<file path="src/rtl/apb_regbank_slave.sv">
// APB4 completer terminating the bus in a bank of NREGS registers.
// Wait states, byte-strobe writes, read-only masking, privileged filtering
// and PSLVERR. Register contents and write pulses go to local hardware.
//
// state    | meaning
// ---------+--------------------------------------------------------------
// S_IDLE   | no transfer in progress; a setup phase moves to S_ACCESS
// S_ACCESS | access phase; wait counter runs down, completes at zero
module apb_regbank_slave #(
  parameter int                     DATAWIDTH   = 32,
  parameter int                     ADDRWIDTH   = 32,
  parameter int                     NREGS       = 16,
  parameter logic [ADDRWIDTH-1:0]   BASEADDR    = '0,
  parameter int                     WAIT_STATES = 0,
  parameter logic [NREGS-1:0]       RO_MASK     = '0,
  parameter bit                     PRIV_ONLY   = 1'b0
) (
  input  logic                       pclk,
  input  logic                       presetn,
  input  logic [ADDRWIDTH-1:0]       paddr,
  input  logic [2:0]                 pprot,
  input  logic                       pselx,
  input  logic                       penable,
  input  logic                       pwrite,
  input  logic [DATAWIDTH-1:0]       pwdata,
  input  logic [DATAWIDTH/8-1:0]     pstrb,
  output logic                       pready,
  output logic [DATAWIDTH-1:0]       prdata,
  output logic                       pslverr,
  output logic [NREGS*DATAWIDTH-1:0] regs_q,
  input  logic [NREGS*DATAWIDTH-1:0] ro_data,
  output logic [NREGS-1:0]           wr_pulse
);

  localparam int         NBYTES = DATAWIDTH / 8;
  localparam int         LSB    = (NBYTES > 1) ? $clog2(NBYTES) : 0;
  localparam logic [3:0] WS     = 4'(WAIT_STATES);

  typedef enum logic {S_IDLE = 1'b0, S_ACCESS = 1'b1} state_t;

  state_t                     state_q, state_d;
  logic [3:0]                 cnt_q, cnt_d;
  logic [NREGS*DATAWIDTH-1:0] regs_d;
  logic [NREGS-1:0]           wr_pulse_q, wr_pulse_d;

  logic [ADDRWIDTH-1:0] off, off_word;
  logic                 below, misalign, out_range, priv_err, ro_hit, err;
  logic                 commit;
  logic [DATAWIDTH-1:0] rd_val;
  logic                 unused_pprot;

  // Only the privileged bit of pprot matters here.
  assign unused_pprot = ^pprot[2:1];

  assign off       = paddr - BASEADDR;
  assign off_word  = off >> LSB;
  assign below     = paddr < BASEADDR;
  assign misalign  = (off & ADDRWIDTH'(NBYTES - 1)) != '0;
  assign out_range = off_word >= ADDRWIDTH'(NREGS);
  assign priv_err  = PRIV_ONLY && !pprot[0];
  assign err       = below | misalign | out_range | priv_err | (pwrite & ro_hit);

  // Outputs are held low while reset is asserted, even mid-transfer.
  assign pready   = presetn && (state_q == S_ACCESS) && pselx && penable && (cnt_q == 4'd0);
  assign pslverr  = pready & err;
  assign prdata   = (pready && !err && !pwrite) ? rd_val : '0;
  assign commit   = pready & pwrite & ~err;
  assign wr_pulse = wr_pulse_q;

  // Read mux: RO registers return the hardware-supplied value.
  always_comb begin
    rd_val = '0;
    ro_hit = 1'b0;
    for (int i = 0; i < NREGS; i++) begin
      if (off_word == ADDRWIDTH'(i)) begin
        ro_hit = RO_MASK[i];
        rd_val = RO_MASK[i] ? ro_data[i*DATAWIDTH +: DATAWIDTH]
                            : regs_q[i*DATAWIDTH +: DATAWIDTH];
      end
    end
  end

  // Next state and wait counter; a repeated setup phase restarts the wait.
  always_comb begin
    state_d = state_q;
    cnt_d   = cnt_q;
    case (state_q)
      S_IDLE: begin
        if (pselx && !penable) begin
          state_d = S_ACCESS;
          cnt_d   = WS;
        end
      end
      S_ACCESS: begin
        if (!pselx) begin
          state_d = S_IDLE;
        end else if (!penable) begin
          cnt_d = WS;
        end else if (cnt_q != 4'd0) begin
          cnt_d = cnt_q - 4'd1;
        end else begin
          state_d = S_IDLE;
        end
      end
      default: state_d = S_IDLE;
    endcase
  end

  // Byte-lane merge on commit; RO slots are never written and stay zero.
  always_comb begin
    regs_d     = regs_q;
    wr_pulse_d = '0;
    for (int i = 0; i < NREGS; i++) begin
      if (commit && !RO_MASK[i] && off_word == ADDRWIDTH'(i)) begin
        wr_pulse_d[i] = 1'b1;
        for (int b = 0; b < NBYTES; b++) begin
          if (pstrb[b]) regs_d[i*DATAWIDTH + b*8 +: 8] = pwdata[b*8 +: 8];
        end
      end
    end
  end

  // State, counter, register bank and pulse flops with synchronous reset.
  always_ff @(posedge pclk) begin
    if (!presetn) begin
      state_q    <= S_IDLE;
      cnt_q      <= 4'd0;
      regs_q     <= '0;
      wr_pulse_q <= '0;
    end else begin
      state_q    <= state_d;
      cnt_q      <= cnt_d;
      regs_q     <= regs_d;
      wr_pulse_q <= wr_pulse_d;
    end
  end

endmodule

</file>
<file path="config.mk">
export PLATFORM = sky130hd
export DESIGN_NAME = apb_regbank_slave
export DESIGN_NICKNAME = d
export VERILOG_FILES = /design/src/rtl/apb_regbank_slave.sv
export SDC_FILE = /design/constraint.sdc
export NUM_CORES = 2
export LEC_CHECK = 0
export BUFFER_PORTS_ARGS = -buffer_cell sky130_fd_sc_hd__buf_2
export CAP_MARGIN = 10
export CORE_AREA = 2 2 454 456
export DETAILED_ROUTE_END_ITERATION = 12
export DIE_AREA = 0 0 456 458
export PLACE_DENSITY = 0.3
export SLEW_MARGIN = 20
export SYNTH_ARGS = -nofsm -noshare
export SYNTH_HDL_FRONTEND = slang
export SYNTH_SLANG_ARGS = --single-unit
</file>
<file path="constraint.sdc">
create_clock -name pclk -period 8.58 [get_ports pclk]
set_input_delay 1.716 -clock pclk [delete_from_list [all_inputs] [get_ports pclk]]
set_output_delay 1.716 -clock pclk [all_outputs]
set_load 0.1 [all_outputs]
</file>
==> summary.md <==
| Metric | Value |
|---|---|
| Post-synthesis sequential area ratio | `42.6%` |
| Synth Register Bits | `533` |
| Post-Syn Nets | `3,768` |
| Post-route antenna net violation count | `0` |
| Die ar. | `209,000 µm²` |
| Worst Setup End Kind | `primary output` |
| Hold EP | `regs_q[76]` |
| Adder-cell share of the synthesized area | `0.0500%` |
| EDFF count, synth | `0` |
| Worst Hold Class | `reg2reg` |
| Critical path arrival | `6200 ps` |
| Row count | `166` |
| Rel. slew slack | `20.5%` |
| IO buf count | `634` |
| CP Launch Point | `paddr[7]` |
| Leading area contributor after synthesis | `dfxtp_1` |
| Mux cell area share after synthesis | `2.46%` |
| Reg-to-Reg End | `regs_q[163]` |
| Leakage | `12.7 nW` |
| Critical path fanouts, max | `13` |
| Share of the synthesized area in the top cell type | `42.6%` |
| Clock Latency Late Sink | `710 ps` |
| Vias in the first global route | `25,808` |
| Initial Utilization | `12.3%` |
| CTS tree | `built` |
| Area contributors post-synth | `dfxtp_1 43%, nand2_1 17%, a21boi_0 14%` |
| Postcts setup bufs | `0` |
| Avg WL per Cell | `30.2 µm` |
| Synth cell count leaders | `1,122 x nand2_1, 533 x dfxtp_1, 466 x a21boi_0` |
| Iter 0 DRT Violations | `2,008` |
| Synth unique cells | `76` |
| Post-Syn Area per Cell | `7.87 µm²` |
| Worst endpoint required time | `6860 ps` |
| Number of H-tree levels | `3` |
| Synth Flop Type | `dfxtp_1` |
| Period utilisation layout | `92.2%` |
| Final nets | `4,339` |
| Hold depth | `2` |
| Initial antenna violation count | `14` |
| Routability cong. | `0.827` |
| Worst IR Drop VDD | `142 µV` |
| Max_cap viols | `0` |
| Power per Cell Area | `173 nW/µm²` |
| Simple-Gate Fraction of Synth Area | `24.3%` |
| First-pass GRT wire length | `255,000 µm` |
| Sink Count | `533` |
| Final worst slack | `666 ps` |
| CTS buffer count | `71` |
| Die Ht | `458 µm` |
| Drt pass-1 iters | `7` |
| Post-Syn Instances | `3,179` |
| Setup TNS Final | `0 ps` |
| Post-synthesis compound-gate area fraction | `25.8%` |
| Share of layout cells above drive strength 1 | `25.2%` |
| Total Wirelength | `196,000 µm` |
| Reg2Reg Setup Slack | `4400 ps` |
| Hold path start | `regs_q[76]` |
| Via density | `4.07` |
| R2R depth | `11` |
| Xor-xnor portion of the synthesized cell area | `0.105%` |
| Pre-CTS WS | `736 ps` |
| Largest net degree at the start of global routing | `106` |
| Largest family of logic cells by synthesized area | `compound AO/OA/AOI/OAI gates` |
| Max Fclk | `0.126 GHz` |
| Core area | `204,000 µm²` |
| Crit path launch type | `input port` |
| Status | `finished clean` |
| CTS Root Cell | `clkbuf_16` |
| GRT Total Usage | `18.1%` |
| Clock Pin Slew Worst Setup and Hold Paths | `60 ps` |
| Final setup fails | `0` |
| Setup Skew | `35.5 ps` |
| Final Hold Viols | `0` |
| I/O pins | `1,150` |
| Slew Viols, Final | `0` |
| Count leader, synth | `nand2_1` |
| Die Span X | `456 µm` |
| Worst R2R Start | `cnt_q[0]` |
| Worst-case clock buffer depth | `3` |
| Yosys warns | `0` |
| Async S/R FF share, synth | `0%` |
| Residual DRC count | `0` |
| Slew @ Worst Pin | `1190 ps` |
| RSZ-0062 raised after global routing | `false` |
| Hold_buf cts | `0` |
| CP Class | `in2out` |
| Pwr Total | `5.95 mW` |
| Cts repair resizes | `0` |
| Grt total ovfl | `0` |
| Synthesis-to-layout area growth | `37.7%` |
| Dpl hpwl | `153,000 µm` |
| Syn Std Cell Area | `25,000 µm²` |
| Crit path time final | `7910 ps` |
| DR vias | `26,419` |
[cells by family (layout without fill, tap and decap cells)]
group / after synthesis / in the layout
other: 0 / 5
DFF: 533 / 533
AOI/OAI and AO/OA: 887 / 887
and+or+nand+nor: 1421 / 1421
xor gates and xnor gates: 3 / 3
adders and majority gates: 1 / 1
muxes: 56 / 56
buffers and inverters: 278 / 901
[power by group]
group | internal [mW] | total (mW) | switching (mW)
logic | 0.0656 | 0.257 | 0.191
registers | 2.48 | 2.48 | 0.000873
clock network | 1.88 | 3.21 | 1.33
total | 4.43 | 5.95 | 1.52
[state kept, by name (all words and copies together) (netlist names)]
signal,count
cnt_q,4
regs_q,512
state_q,1
wr_pulse,16
[cell usage in the layout (no fill, tap or decap), types with 6 or more instances in the layout]
| cell type | n |
|---|---|
| a211oi_1 | 8 |
| a21boi_0 | 466 |
| a21boi_1 | 46 |
| a21oi_1 | 67 |
| a221o_1 | 15 |
| a221oi_1 | 31 |
| a222oi_1 | 13 |
| a22o_1 | 11 |
| a22oi_1 | 35 |
| a31oi_1 | 12 |
| and2_1 | 26 |
| and3_1 | 35 |
| buf_12 | 35 |
| buf_2 | 600 |
| buf_4 | 132 |
| bufinv_16 | 7 |
| clkbuf_1 | 20 |
| clkbuf_16 | 73 |
| clkbuf_8 | 12 |
| clkinv_2 | 8 |
| dfxtp_1 | 533 |
| inv_1 | 8 |
| mux2_2 | 14 |
| mux2i_1 | 39 |
| nand2_1 | 1121 |
| nand3_1 | 51 |
| nand4_1 | 13 |
| nor2_1 | 73 |
| nor2_2 | 13 |
| nor2_4 | 6 |
| nor3_1 | 18 |
| nor3_2 | 9 |
| nor4_2 | 6 |
| nor4_4 | 11 |
| o2111ai_1 | 10 |
| o21ai_0 | 77 |
| o221ai_1 | 15 |
| o22ai_1 | 38 |
[how the worst max path moves through the flow]
| stage | endpoint | cells past startpoint |
|---|---|---|
| finish | prdata[16] | 12 |
| global route | prdata[16] | 12 |
| CTS | prdata[16] | 12 |
| detailed placement | prdata[16] | 12 |
| global placement | prdata[16] | 12 |
| floorplan | prdata[25] | 8 |
[routing by layer]
metal / vias up / global-route usage [%] / share of wire, %
li1: 12103 / - / -
met1: 13329 / 20.5 / 39
met2: 772 / 31.4 / 49
met3: 211 / 5.13 / 6.8
met4: 4 / 8.28 / 4.7
met5: - / 0 / 0.017
[critical path: stages]
cell and delay [ps]:
buf_2 120, or4_2 1090, nor2_4 480, and4_1 290
buf_4 230, a21oi_1 90, nor3_1 420, o21ai_0 350
a2111oi_0 590, buf_4 250, o221a_1 310, buf_12 210
[through the flow]
step / hold slack [ps] / std cells / utilization (%) / area (µm²)
after floorplan: 477 / 3179 / - / 25000
after global placement: 455 / 6365 / 15.7 / 32100
after detailed placement: 462 / 6365 / 15.7 / 32100
after CTS: 471 / 6490 / 16.9 / 34500
after global routing: 498 / 6493 / 16.9 / 34500
final: 469 / 6495 / 16.9 / 34500
[layout make-up]
cell class	instances	area (µm²)
Clock buffer	105	2070
Clock inverter	20	338
Inverter	8	30.0
Tap cell	2688	3360
Fill cell	23056	169000
Antenna cell	5	12.5
Multi-Input combinational cell	2368	13300
Sequential cell	533	10700
Timing Repair Buffer	768	4710
Note: power is estimated with default switching activity, not from simulation.
